File: src/rtl/noc_dma_master_if_pkg.sv
// rtl/noc_dma_master_if_pkg.sv - shared types, flit field map and id widths for the DMA NoC initiator
package noc_dma_master_if_pkg;

    localparam int NODE_W = 4;
    localparam int SEQ_W  = 8;
    localparam int TAG_W  = SEQ_W + NODE_W;

    // read request (ctrl out)
    localparam int RQ_FLAG_BIT    = 5;
    localparam int RQ_TAG_LSB     = 7;
    localparam int RQ_ADDR_LSB    = 19;
    localparam int RQ_LEN_LSB     = 69;
    localparam int RQ_GRP_SEL_BIT = 254;

    // read response head (data in)
    localparam int RH_TAG_LSB       = 0;
    localparam int RH_HEAD_MARK_BIT = 12;
    localparam int RH_FLAG_BIT      = 13;

    // write head (data out)
    localparam int WH_FLAG_BIT = 13;
    localparam int WH_NODE_LSB = 14;
    localparam int WH_ADDR_LSB = 18;
    localparam int WH_LEN_LSB  = 43;

    // write response (ctrl in)
    localparam int WS_NODE_LSB      = 0;
    localparam int WS_HEAD_MARK_BIT = 4;
    localparam int WS_FLAG_BIT      = 5;

    localparam logic [NODE_W-1:0] NODE_ID_DEFAULT = 4'd0;

    typedef enum logic [2:0] {
        ST_IDLE,
        ST_RD_REQ,
        ST_RD_HEAD,
        ST_RD_DATA,
        ST_WR_HEAD,
        ST_WR_DATA,
        ST_WR_RESP
    } state_t;

    function automatic logic [TAG_W-1:0] make_tag(input logic [SEQ_W-1:0] seq,
                                                  input logic [NODE_W-1:0] node);
        return {seq, node};
    endfunction

endpackage

File: src/rtl/noc_dma_master_if_if.sv
// rtl/noc_dma_master_if_if.sv - the four NoC router channels between initiator and router port
interface noc_dma_master_if_if #(
    parameter int DATA_WIDTH = 256
);
    logic                  ctrl_out_valid;
    logic [DATA_WIDTH-1:0] ctrl_out_flit;
    logic                  ctrl_out_last;
    logic                  ctrl_out_ready;

    logic                  ctrl_in_valid;
    logic [DATA_WIDTH-1:0] ctrl_in_flit;
    logic                  ctrl_in_last;
    logic                  ctrl_in_ready;

    logic                  data_out_valid;
    logic [DATA_WIDTH-1:0] data_out_flit;
    logic                  data_out_last;
    logic                  data_out_ready;

    logic                  data_in_valid;
    logic [DATA_WIDTH-1:0] data_in_flit;
    logic                  data_in_last;
    logic                  data_in_ready;

    modport master (
        output ctrl_out_valid, ctrl_out_flit, ctrl_out_last,
        input  ctrl_out_ready,
        input  ctrl_in_valid, ctrl_in_flit, ctrl_in_last,
        output ctrl_in_ready,
        output data_out_valid, data_out_flit, data_out_last,
        input  data_out_ready,
        input  data_in_valid, data_in_flit, data_in_last,
        output data_in_ready
    );

    modport slave (
        input  ctrl_out_valid, ctrl_out_flit, ctrl_out_last,
        output ctrl_out_ready,
        output ctrl_in_valid, ctrl_in_flit, ctrl_in_last,
        input  ctrl_in_ready,
        input  data_out_valid, data_out_flit, data_out_last,
        output data_out_ready,
        output data_in_valid, data_in_flit, data_in_last,
        input  data_in_ready
    );

endinterface

File: src/rtl/noc_dma_master_if_flit_codec.sv
// rtl/noc_dma_master_if_flit_codec.sv - builds request/head flits and checks response/head flits
module noc_dma_flit_codec
    import noc_dma_master_if_pkg::*;
#(
    parameter int                DATA_WIDTH = 256,
    parameter logic [NODE_W-1:0] NODE_ID    = NODE_ID_DEFAULT,
    parameter int                LEN_W      = 13,
    parameter int                ADDR_W     = 25
) (
    input  logic [SEQ_W-1:0]       seq,
    input  logic                   flag,
    input  logic                   grp_sel,
    input  logic [ADDR_W-1:0]      addr,
    input  logic [LEN_W-1:0]       len,
    output logic [DATA_WIDTH-1:0]  rd_req_flit,
    output logic [DATA_WIDTH-1:0]  wr_head_flit,
    input  logic [TAG_W-1:0]       exp_tag,
    input  logic                   exp_flag,
    input  logic [RH_FLAG_BIT:0]   rd_head_bits,
    input  logic [WS_FLAG_BIT:0]   wr_resp_bits,
    output logic                   rd_head_ok,
    output logic                   wr_resp_ok
);

    always_comb begin
        rd_req_flit                              = '0;
        rd_req_flit[RQ_FLAG_BIT]                 = flag;
        rd_req_flit[RQ_TAG_LSB +: TAG_W]         = make_tag(seq, NODE_ID);
        rd_req_flit[RQ_ADDR_LSB +: ADDR_W]       = addr;
        rd_req_flit[RQ_LEN_LSB +: LEN_W]         = len;
        rd_req_flit[RQ_GRP_SEL_BIT]              = grp_sel;
    end

    always_comb begin
        wr_head_flit                             = '0;
        wr_head_flit[WH_FLAG_BIT]                = flag;
        wr_head_flit[WH_NODE_LSB +: NODE_W]      = NODE_ID;
        wr_head_flit[WH_ADDR_LSB +: ADDR_W]      = addr;
        wr_head_flit[WH_LEN_LSB +: LEN_W]        = len;
    end

    assign rd_head_ok = (rd_head_bits[RH_TAG_LSB +: TAG_W] == exp_tag)
                      && rd_head_bits[RH_HEAD_MARK_BIT]
                      && (rd_head_bits[RH_FLAG_BIT] == exp_flag);

    assign wr_resp_ok = (wr_resp_bits[WS_NODE_LSB +: NODE_W] == NODE_ID)
                      && wr_resp_bits[WS_HEAD_MARK_BIT]
                      && (wr_resp_bits[WS_FLAG_BIT] == exp_flag);

endmodule

File: src/rtl/noc_dma_master_if.sv
// rtl/noc_dma_master_if.sv - core-side NoC initiator turning local DMA commands into NoC reads/writes
module noc_dma_master_if #(
    parameter int         DATA_WIDTH = 256,
    parameter logic [3:0] NODE_ID    = 4'd0,
    parameter int         LEN_W      = 13,
    parameter int         ADDR_W     = 25
) (
    input  logic                  clk,
    input  logic                  rst_n,

    input  logic                  cmd_valid,
    output logic                  cmd_ready,
    input  logic                  cmd_write,
    input  logic [ADDR_W-1:0]     cmd_addr,
    input  logic [LEN_W-1:0]      cmd_len,
    input  logic                  cmd_grp_sel,
    input  logic                  cmd_flag,

    output logic                  rd_valid,
    input  logic                  rd_ready,
    output logic [DATA_WIDTH-1:0] rd_data,
    output logic                  rd_last,

    input  logic                  wr_valid,
    output logic                  wr_ready,
    input  logic [DATA_WIDTH-1:0] wr_data,

    output logic                  done,
    output logic                  err,

    noc_dma_master_if_if.master   noc
);
    import noc_dma_master_if_pkg::*;

    state_t                state;
    logic [SEQ_W-1:0]      seq_q;
    logic [TAG_W-1:0]      tag_q;
    logic                  flag_q;
    logic [LEN_W-1:0]      len_q;
    logic [LEN_W-1:0]      cnt_q;
    logic [DATA_WIDTH-1:0] hdr_q;
    logic                  cmd_ready_q;
    logic                  done_q;
    logic                  err_q;
    logic                  err_out_q;

    logic [DATA_WIDTH-1:0] rd_req_flit;
    logic [DATA_WIDTH-1:0] wr_head_flit;
    logic                  rd_head_ok;
    logic                  wr_resp_ok;

    logic st_rd_head, st_rd_data, st_wr_head, st_wr_data;
    logic cnt_at_len, cmd_fire, rd_beat, wr_beat, last_bad;

    noc_dma_flit_codec #(
        .DATA_WIDTH (DATA_WIDTH),
        .NODE_ID    (NODE_ID),
        .LEN_W      (LEN_W),
        .ADDR_W     (ADDR_W)
    ) u_codec (
        .seq          (seq_q),
        .flag         (cmd_flag),
        .grp_sel      (cmd_grp_sel),
        .addr         (cmd_addr),
        .len          (cmd_len),
        .rd_req_flit  (rd_req_flit),
        .wr_head_flit (wr_head_flit),
        .exp_tag      (tag_q),
        .exp_flag     (flag_q),
        .rd_head_bits (noc.data_in_flit[RH_FLAG_BIT:0]),
        .wr_resp_bits (noc.ctrl_in_flit[WS_FLAG_BIT:0]),
        .rd_head_ok   (rd_head_ok),
        .wr_resp_ok   (wr_resp_ok)
    );

    assign st_rd_head = (state == ST_RD_HEAD);
    assign st_rd_data = (state == ST_RD_DATA);
    assign st_wr_head = (state == ST_WR_HEAD);
    assign st_wr_data = (state == ST_WR_DATA);
    assign cnt_at_len = (cnt_q == len_q);
    assign cmd_fire   = cmd_valid && cmd_ready_q;
    assign rd_beat    = st_rd_data && noc.data_in_valid && rd_ready;
    assign wr_beat    = st_wr_data && wr_valid && noc.data_out_ready;
    assign last_bad   = (noc.data_in_last != cnt_at_len);

    assign cmd_ready = cmd_ready_q;
    assign done      = done_q;
    assign err       = err_out_q;

    // Data beats pass straight through; only header flits come from the held register.
    assign noc.ctrl_out_valid = (state == ST_RD_REQ);
    assign noc.ctrl_out_flit  = hdr_q;
    assign noc.ctrl_out_last  = (state == ST_RD_REQ);
    assign noc.ctrl_in_ready  = (state == ST_WR_RESP);
    assign noc.data_out_valid = st_wr_head || (st_wr_data && wr_valid);
    assign noc.data_out_flit  = st_wr_data ? wr_data : hdr_q;
    assign noc.data_out_last  = st_wr_data && cnt_at_len;
    assign noc.data_in_ready  = st_rd_head || (st_rd_data && rd_ready);

    assign wr_ready = st_wr_data && noc.data_out_ready;
    assign rd_valid = st_rd_data && noc.data_in_valid;
    assign rd_data  = noc.data_in_flit;
    assign rd_last  = st_rd_data && cnt_at_len;

    always_ff @(posedge clk or negedge rst_n) begin
        if (!rst_n) begin
            state       <= ST_IDLE;
            seq_q       <= '0;
            tag_q       <= '0;
            flag_q      <= 1'b0;
            len_q       <= '0;
            cnt_q       <= '0;
            hdr_q       <= '0;
            cmd_ready_q <= 1'b0;
            done_q      <= 1'b0;
            err_q       <= 1'b0;
            err_out_q   <= 1'b0;
        end else begin
            done_q    <= 1'b0;
            err_out_q <= 1'b0;
            case (state)
                ST_IDLE: begin
                    cmd_ready_q <= 1'b1;
                    if (cmd_fire) begin
                        cmd_ready_q <= 1'b0;
                        seq_q       <= seq_q + 1'b1;
                        tag_q       <= make_tag(seq_q, NODE_ID);
                        flag_q      <= cmd_flag;
                        len_q       <= cmd_len;
                        cnt_q       <= '0;
                        err_q       <= 1'b0;
                        hdr_q       <= cmd_write ? wr_head_flit : rd_req_flit;
                        state       <= cmd_write ? ST_WR_HEAD : ST_RD_REQ;
                    end
                end
                ST_RD_REQ: begin
                    if (noc.ctrl_out_ready) state <= ST_RD_HEAD;
                end
                ST_RD_HEAD: begin
                    if (noc.data_in_valid) begin
                        err_q <= err_q || !rd_head_ok;
                        state <= ST_RD_DATA;
                    end
                end
                ST_RD_DATA: begin
                    // The beat count decides the exit; a misplaced last only flags an error.
                    if (rd_beat) begin
                        if (cnt_at_len) begin
                            cnt_q       <= '0;
                            state       <= ST_IDLE;
                            cmd_ready_q <= 1'b1;
                            done_q      <= 1'b1;
                            err_out_q   <= err_q || last_bad;
                            err_q       <= 1'b0;
                        end else begin
                            cnt_q <= cnt_q + 1'b1;
                            err_q <= err_q || last_bad;
                        end
                    end
                end
                ST_WR_HEAD: begin
                    if (noc.data_out_ready) state <= ST_WR_DATA;
                end
                ST_WR_DATA: begin
                    if (wr_beat) begin
                        if (cnt_at_len) begin
                            cnt_q <= '0;
                            state <= ST_WR_RESP;
                        end else begin
                            cnt_q <= cnt_q + 1'b1;
                        end
                    end
                end
                ST_WR_RESP: begin
                    if (noc.ctrl_in_valid) begin
                        state       <= ST_IDLE;
                        cmd_ready_q <= 1'b1;
                        done_q      <= 1'b1;
                        err_out_q   <= err_q || !wr_resp_ok;
                        err_q       <= 1'b0;
                    end
                end
                default: state <= ST_IDLE;
            endcase
        end
    end

endmodule

File: src/flat_wrapper.sv
// flat-port wrapper written by rule: the top's interface ports become plain ports
module noc_dma_master_if_flat import noc_dma_master_if_pkg::*;
#(
    parameter int         DATA_WIDTH = 256,
    parameter logic [3:0] NODE_ID    = 4'd0,
    parameter int         LEN_W      = 13,
    parameter int         ADDR_W     = 25
)
  (clk, rst_n, cmd_valid, cmd_ready, cmd_write, cmd_addr, cmd_len, cmd_grp_sel, cmd_flag, rd_valid, rd_ready, rd_data, rd_last, wr_valid, wr_ready, wr_data, done, err, noc_ctrl_out_valid, noc_ctrl_out_flit, noc_ctrl_out_last, noc_ctrl_out_ready, noc_ctrl_in_valid, noc_ctrl_in_flit, noc_ctrl_in_last, noc_ctrl_in_ready, noc_data_out_valid, noc_data_out_flit, noc_data_out_last, noc_data_out_ready, noc_data_in_valid, noc_data_in_flit, noc_data_in_last, noc_data_in_ready);
  noc_dma_master_if_if #(.DATA_WIDTH(DATA_WIDTH)) noc_i ();
  input  logic clk;
  input  logic rst_n;
  input  logic cmd_valid;
  output logic cmd_ready;
  input  logic cmd_write;
  input  logic [ADDR_W-1:0] cmd_addr;
  input  logic [LEN_W-1:0] cmd_len;
  input  logic cmd_grp_sel;
  input  logic cmd_flag;
  output logic rd_valid;
  input  logic rd_ready;
  output logic [DATA_WIDTH-1:0] rd_data;
  output logic rd_last;
  input  logic wr_valid;
  output logic wr_ready;
  input  logic [DATA_WIDTH-1:0] wr_data;
  output logic done;
  output logic err;
  output wire logic [$bits(noc_i.ctrl_out_valid)-1:0] noc_ctrl_out_valid;
  output wire logic [$bits(noc_i.ctrl_out_flit)-1:0] noc_ctrl_out_flit;
  output wire logic [$bits(noc_i.ctrl_out_last)-1:0] noc_ctrl_out_last;
  input wire logic [$bits(noc_i.ctrl_out_ready)-1:0] noc_ctrl_out_ready;
  input wire logic [$bits(noc_i.ctrl_in_valid)-1:0] noc_ctrl_in_valid;
  input wire logic [$bits(noc_i.ctrl_in_flit)-1:0] noc_ctrl_in_flit;
  input wire logic [$bits(noc_i.ctrl_in_last)-1:0] noc_ctrl_in_last;
  output wire logic [$bits(noc_i.ctrl_in_ready)-1:0] noc_ctrl_in_ready;
  output wire logic [$bits(noc_i.data_out_valid)-1:0] noc_data_out_valid;
  output wire logic [$bits(noc_i.data_out_flit)-1:0] noc_data_out_flit;
  output wire logic [$bits(noc_i.data_out_last)-1:0] noc_data_out_last;
  input wire logic [$bits(noc_i.data_out_ready)-1:0] noc_data_out_ready;
  input wire logic [$bits(noc_i.data_in_valid)-1:0] noc_data_in_valid;
  input wire logic [$bits(noc_i.data_in_flit)-1:0] noc_data_in_flit;
  input wire logic [$bits(noc_i.data_in_last)-1:0] noc_data_in_last;
  output wire logic [$bits(noc_i.data_in_ready)-1:0] noc_data_in_ready;
  assign noc_ctrl_out_valid = noc_i.ctrl_out_valid;
  assign noc_ctrl_out_flit = noc_i.ctrl_out_flit;
  assign noc_ctrl_out_last = noc_i.ctrl_out_last;
  assign noc_i.ctrl_out_ready = noc_ctrl_out_ready;
  assign noc_i.ctrl_in_valid = noc_ctrl_in_valid;
  assign noc_i.ctrl_in_flit = noc_ctrl_in_flit;
  assign noc_i.ctrl_in_last = noc_ctrl_in_last;
  assign noc_ctrl_in_ready = noc_i.ctrl_in_ready;
  assign noc_data_out_valid = noc_i.data_out_valid;
  assign noc_data_out_flit = noc_i.data_out_flit;
  assign noc_data_out_last = noc_i.data_out_last;
  assign noc_i.data_out_ready = noc_data_out_ready;
  assign noc_i.data_in_valid = noc_data_in_valid;
  assign noc_i.data_in_flit = noc_data_in_flit;
  assign noc_i.data_in_last = noc_data_in_last;
  assign noc_data_in_ready = noc_i.data_in_ready;
  noc_dma_master_if #(.DATA_WIDTH(DATA_WIDTH), .NODE_ID(NODE_ID), .LEN_W(LEN_W), .ADDR_W(ADDR_W)) u_core (.clk(clk), .rst_n(rst_n), .cmd_valid(cmd_valid), .cmd_ready(cmd_ready), .cmd_write(cmd_write), .cmd_addr(cmd_addr), .cmd_len(cmd_len), .cmd_grp_sel(cmd_grp_sel), .cmd_flag(cmd_flag), .rd_valid(rd_valid), .rd_ready(rd_ready), .rd_data(rd_data), .rd_last(rd_last), .wr_valid(wr_valid), .wr_ready(wr_ready), .wr_data(wr_data), .done(done), .err(err), .noc(noc_i));
endmodule
File: config.mk
export PLATFORM = sky130hd
export DESIGN_NAME = noc_dma_master_if_flat
export DESIGN_NICKNAME = d
export VERILOG_FILES = /design/src/rtl/noc_dma_master_if_pkg.sv /design/src/rtl/noc_dma_master_if_if.sv /design/src/rtl/noc_dma_master_if_flit_codec.sv /design/src/rtl/noc_dma_master_if.sv /design/src/flat_wrapper.sv
export SDC_FILE = /design/constraint.sdc
export NUM_CORES = 1
export LEC_CHECK = 0
export BUFFER_PORTS_ARGS = -buffer_cell sky130_fd_sc_hd__buf_2
export CORE_AREA = 5 5 617 619
export DETAILED_ROUTE_END_ITERATION = 10
export DIE_AREA = 0 0 622 624
export GPL_ROUTABILITY_DRIVEN = 0
export GPL_TIMING_DRIVEN = 0
export RECOVER_POWER = 100
export SYNTH_ARGS = -nofsm -noshare
export SYNTH_HDL_FRONTEND = slang
export SYNTH_SLANG_ARGS = --single-unit
export TNS_END_PERCENT = 10
File: constraint.sdc
create_clock -name clk -period 4.9 [get_ports clk]
set_clock_uncertainty 0.1 [all_clocks]
set_input_delay 0.49 -clock clk [delete_from_list [all_inputs] [get_ports clk]]
set_output_delay 0.49 -clock clk [all_outputs]
set_load 0.02 [all_outputs]
Word-level counts from Yosys, hierarchy flattened
Cells that the tools add are included.
{"block": "totals", "word_cells": 100, "regBits": 306, "output_inout_bits": 780}
{"block": "op_classes", "n_eq_ne": 20, "reduce_logical": 30, "n_mux": 37, "n_addsub": 2}
{"cell": "256-bit two-way mux", "count": 1}
{"cell": "255-bit two-way mux", "count": 1}
{"cell": "13-bit two-way mux", "count": 4}
{"cell": "13-bit case mux with 3 select lines", "count": 1}
{"cell": "3-bit two-way mux", "count": 10}
{"cell": "3-bit case mux with 7 select lines", "count": 1}
{"cell": "1-bit two-way mux", "count": 15}
{"cell": "2-bit inequality test, second input constant", "count": 7}
{"cell": "13-bit by 1-bit adder with 13-bit output, second input constant", "count": 1}
{"cell": "13-bit == test", "count": 1}
{"cell": "1-bit logical AND", "count": 13}
{"cell": "12-bit == test", "count": 1}
{"cell": "3-bit == test, second input constant", "count": 3}
{"cell": "9-bit AND reduction", "count": 1}
{"cell": "8-bit by 1-bit adder with 8-bit output, second input constant", "count": 1}
{"cell": "4-bit AND reduction", "count": 2}
{"cell": "3-bit by 2-bit == test with 1-bit output, second input constant", "count": 2}
{"cell": "3-bit nonzero test", "count": 2}
{"cell": "1-bit logical OR", "count": 5}
{"cell": "5-bit AND reduction", "count": 1}
{"cell": "4-bit logical NOT", "count": 1}
{"cell": "2-bit by 1-bit inequality test with 1-bit output, second input constant", "count": 2}
{"cell": "1-bit case mux with 2 select lines", "count": 2}
{"cell": "1-bit case mux with 4 select lines", "count": 1}
{"cell": "8 further kinds", "count": 10}

Longest topological paths before layout
{"block": "depth", "depth_word": 7, "depth_mapped": 7}

Modules after synthesis
From an unflattened synthesis, not the netlist that was laid out.
{"block": "unflattened", "cells_unflattened": 2432, "hier_area_um2": 23191.0}
{"mod": "noc_dma_master_if", "cells_per_inst": 1898, "seq_area_each_um2": 7657.3, "n_inst": 1, "area_each_um2": 19173.4}
{"mod": "noc_dma_flit_codec", "cells_per_inst": 534, "seq_area_each_um2": 0.0, "n_inst": 1, "area_each_um2": 4017.6}

Worst setup path after synthesis
No wires, ideal clock.
{"block": "synth_timing", "kind": "register -> output", "startpoint": "reg u_core.cnt_q[4]", "endpoint": "out rd_last", "path_slack_ns": 2.635, "arrival_time_ns": 1.675, "required_ns": 4.310, "stages_incl_launch_ff": 6, "cell_sequence": "dfrtp_1 > xor2_1 > nor4_2 > nand4_2 > buf_6 > nor3_1"}
{"block": "synth_via", "elab_chain_len": 2}
{"element": "start: declaration", "line": "noc_dma_master_if.sv:40", "rtl": "logic [LEN_W-1:0] cnt_q;"}
{"element": "start signal: assignment", "line": "noc_dma_master_if.sv:156", "rtl": "cnt_q <= cnt_q + 1'b1;"}
{"element": "start signal: assignment", "line": "noc_dma_master_if.sv:170", "rtl": "cnt_q <= cnt_q + 1'b1;"}
{"element": "13-bit == test", "line": "noc_dma_master_if.sv:80", "rtl": "assign cnt_at_len = (cnt_q == len_q);"}
{"element": "1-bit logical AND", "line": "noc_dma_master_if.sv:103", "rtl": "assign rd_last = st_rd_data && cnt_at_len;"}
{"element": "end: declaration", "line": "flat_wrapper.sv:23", "rtl": "output logic rd_last;"}
No other way between the ends.

Worst setup path in the final report
{"block": "layout_timing", "startpoint": "reg u_core.state[1]", "endpoint": "out noc_data_out_flit[27]"}
{"block": "layout_via", "elab_chain_len": 2}
{"element": "start: declaration", "line": "noc_dma_master_if.sv:35", "rtl": "state_t state;"}
{"element": "start signal: assignment", "line": "noc_dma_master_if.sv:133", "rtl": "state <= cmd_write ? ST_WR_HEAD : ST_RD_REQ;"}
{"element": "3-bit == test", "line": "noc_dma_master_if.sv:79", "rtl": "assign st_wr_data = (state == ST_WR_DATA);"}
{"element": "256-bit two-way mux", "line": "noc_dma_master_if.sv:96", "rtl": "assign noc.data_out_flit = st_wr_data ? wr_data : hdr_q;"}
{"element": "end: declaration", "line": "flat_wrapper.sv:38", "rtl": "output wire logic [$bits(noc_i.data_out_flit)-1:0] noc_data_out_flit;"}
No other way between the ends.

==> run_results.csv <==
group,metric,value,unit
setup_path,path_cells,"buf_2 > nor2b_1 > and2_0 > clkbuf_1 > clkbuf_2 > nand2_1 > nand2_1 > clkbuf_2",
global_route,grt_pass1_wl,276500,microns
yosys,yosysSeqAreaShare,0.2523,
clock_network,cts_buffers,9,
clock_network,clk_latency,0.37,ns
die,die_w,622,microns
setup_path,startpoint_type,"flop",
routing,dr.pass1.iters,5,
timing,final_hold_viol_count,0,
clock_network,clock_path_buffers,2,
die,rows,225,
global_route,overflow,0,
die,coreArea,374400,sq um
finish,mostFrequentLayoutCell,"clkbuf_1",
timing,post-route-period-util,0.9325,
status,violations,"capacitance limit, slew limit",
timing,fin_crit,4.569,ns
routing,dr_total_vias,15479,
clock_network,root_buffer,"clkbuf_16",
die,fp.dieH,624,microns
clock_network,postCtsResizedCells,0,
global_route,first_global_vias,13919,
clock_network,cts_tree,"yes",
power,p_per_area,300.8,nW/um^2
finish,layout-drive-gt1-share,0.3231,
place,hpwl,238800,microns
place,io_buffers,909,
routing,via_per_inst,2.023,
timing,clock.fmax,218.9,MHz
status,status,"finished with violations",
setup_path,cp_slowest_cell,"clkbuf_2",
setup_path,crit_type,"reg2out",
finish,layout_common_cells,"clkbuf_1 (645), buf_4 (454), nand2_1 (355), buf_2 (336), and3_1 (198)",
yosys,syn_avg_cell_area,7.479,sq um
yosys,synth-edff-count,0,
routing,ant_nets,0,
place,place_area,22490,sq um
clock_network,post_cts_buffers,0,
timing,finalSetupTns,0,ns
timing,slew_headroom,-0.6609,
global_route,antenna_found_initial,303,
clock_network,clock_sinks,110,
finish,nets,3399,
setup_path,slowest_delay,0.80,ns
yosys,async_reset_ff_frac,1.000,
setup_path,cp.arrival,3.98,ns
flow_run,cap_violations,4,
power,peakVddDrop,0.1698,mV
clock_network,h-tree-depth,3,
timing,slew_violations,98,
place,place_worst_setup_slack,0.6860,ns
global_route,track_usage,0.1212,
setup_path,cp.required,4.31,ns
yosys,ys_warn_count,0,
die,ios,1600,
finish,utilization,0.05929,
timing,setup_ws,0.3309,ns
setup_path,end_kind,"primary output",
timing,finalSetupViolCount,0,
yosys,syn_area,10910,sq um
finish,synthToLayoutAreaGrowth,103.4,%
power,leakagePower,0.009584,uW
timing,tightestPinTransition,2.491,ns
clock_network,ctsHoldBuffers,1,
finish,final_area,22200,sq um
yosys,synth.distinct_cells,61,
routing,drt_iter0_drc,1280,
die,start_util,0.02914,
setup_path,crit_path_max_fanout,10,
yosys,synth_seq_cells,110,
routing,wire_per_inst,32.31,microns
yosys,synthCells,1459,
routing,routed_wl,247200,microns
clock_network,cts.clk_slew.worst_paths,0.08,ns
routing,drc,0,
global_route,grt_max_degree,96,
finish,fillers,44767,
yosys,ys.flop_type,"dfrtp_1",
timing,grt_setup_unrepaired,"false",
die,design.die.area,388100,sq um
hold_path,hold_class,"in2reg",
## report_power, final
group          switching (uW)  internal [uW]  leakage, uW
Clock                     383            405     0.000149
Sequential                401           1190      0.00143
Combinational            3330            972      0.00801
Total                    4110           2570      0.00958
## stage by stage
| stage | hold WS (ns) | total power (uW) | std cells |
|---|---|---|---|
| after detailed placement | 0.2756 | 6277 | 7559 |
| after global placement | 0.3724 | 6232 | 7557 |
| final | 0.2856 | 6677 | 7650 |
| after floorplan | 0.09441 | 3488 | 1654 |
| after global routing | 0.2806 | 7165 | 7618 |
| after CTS | 0.2769 | 7068 | 7575 |
## state kept, by name, indices dropped and copies added (netlist names)
name and cells:
u_core.seq_q 8, u_core.cnt_q 13, u_core.flag_q 1, u_core.cmd_ready 1
u_core.err_q 1, u_core.state 3, u_core.tag_q 8, u_core.err 1
u_core.done 1, u_core.len_q 13, u_core.noc.ctrl_out_flit 60
## worst max-delay path, delay by kind of cell, from the launching register on
| family | cells | cell delay, ns |
|---|---|---|
| flops | 1 | 0.36 |
| simple gates | 4 | 1.13 |
| buf+inv | 4 | 2.05 |
## final timing paths
kind	startpoint	to	slack, ns	depth (start not counted)
max	u_core.state[1]	noc_data_out_flit[27]	0.33	8
min	cmd_len[0]	u_core.len_q[0]	0.29	3
max reg2reg	u_core.state[0]	u_core.state[0]	1.75	6
min reg2reg	u_core.tag_q[9]	u_core.tag_q[9]	0.40	2
max in group asynchronous	rst_n	u_core.noc.ctrl_out_flit[73]	0.65	3
min in group asynchronous	rst_n	u_core.cmd_ready	0.93	2
## Yosys cell counts (2+ instances only)
cell type | count | area, sq um
a211oi_1 | 2 | 15.01
a21oi_1 | 4 | 20.02
a31oi_1 | 3 | 18.77
and2_1 | 3 | 18.77
and3_1 | 197 | 1232
buf_2 | 17 | 85.08
buf_4 | 454 | 3408
buf_6 | 2 | 22.52
clkbuf_1 | 71 | 266.5
dfrtp_1 | 110 | 2753
ha_1 | 2 | 25.02
inv_1 | 7 | 26.28
mux2i_1 | 29 | 290.3
nand2_1 | 355 | 1333
nand3_1 | 17 | 85.08
nand3b_1 | 21 | 157.7
nand4_1 | 9 | 56.30
nor2_1 | 22 | 82.58
nor2b_1 | 2 | 12.51
nor3_1 | 8 | 40.04
nor3_2 | 2 | 20.02
nor4_2 | 2 | 25.02
nor4b_1 | 2 | 17.52
o2111ai_1 | 4 | 35.03
o211ai_1 | 6 | 45.04
o21ai_0 | 34 | 170.2
o31ai_1 | 2 | 15.01
or4_1 | 2 | 15.01
xnor2_1 | 14 | 122.6
xor2_1 | 25 | 219.0
## kinds of logic (layout without fill, tap and decap cells)
group                      Yosys count  count (layout)  share of synthesized area
xor gates and xnor gates            40              40                    0.03280
adders and majority gates            2               2                   0.002293
muxes                               29              29                    0.02660
DFF                                110             110                     0.2523
buffers and inverters              554            1481                     0.3501
and+or+nand+nor                    652             652                     0.2921
other                                1             271                  0.0003437
AOI/OAI and AO/OA                   71              71                    0.04357
## per-layer routing
metal  routed length [microns]  GRT usage  up-vias
met4                      4034   0.009865      226
met2                     95830     0.1697     1421
li1                          -          -     6452
met3                     59090     0.1357      442
met5                      1454          0        -
met1                     86770     0.1251     6938
## cell type report
cell class / count / area (sq um) / area share
buffer: 545 / 3769 / 0.1698
clock inverter: 6 / 76.32 / 0.003438
inverter: 9 / 33.78 / 0.001522
multi-input combinational: 990 / 5041 / 0.2271
tap: 4994 / 6248 / 0.2815
sequential: 110 / 2753 / 0.1240
antenna: 75 / 187.7 / 0.008455
timing repair buffer: 912 / 3865 / 0.1741
clock buffer: 9 / 225.2 / 0.01015
No activity file was read; power rests on OpenSTA's default activity.
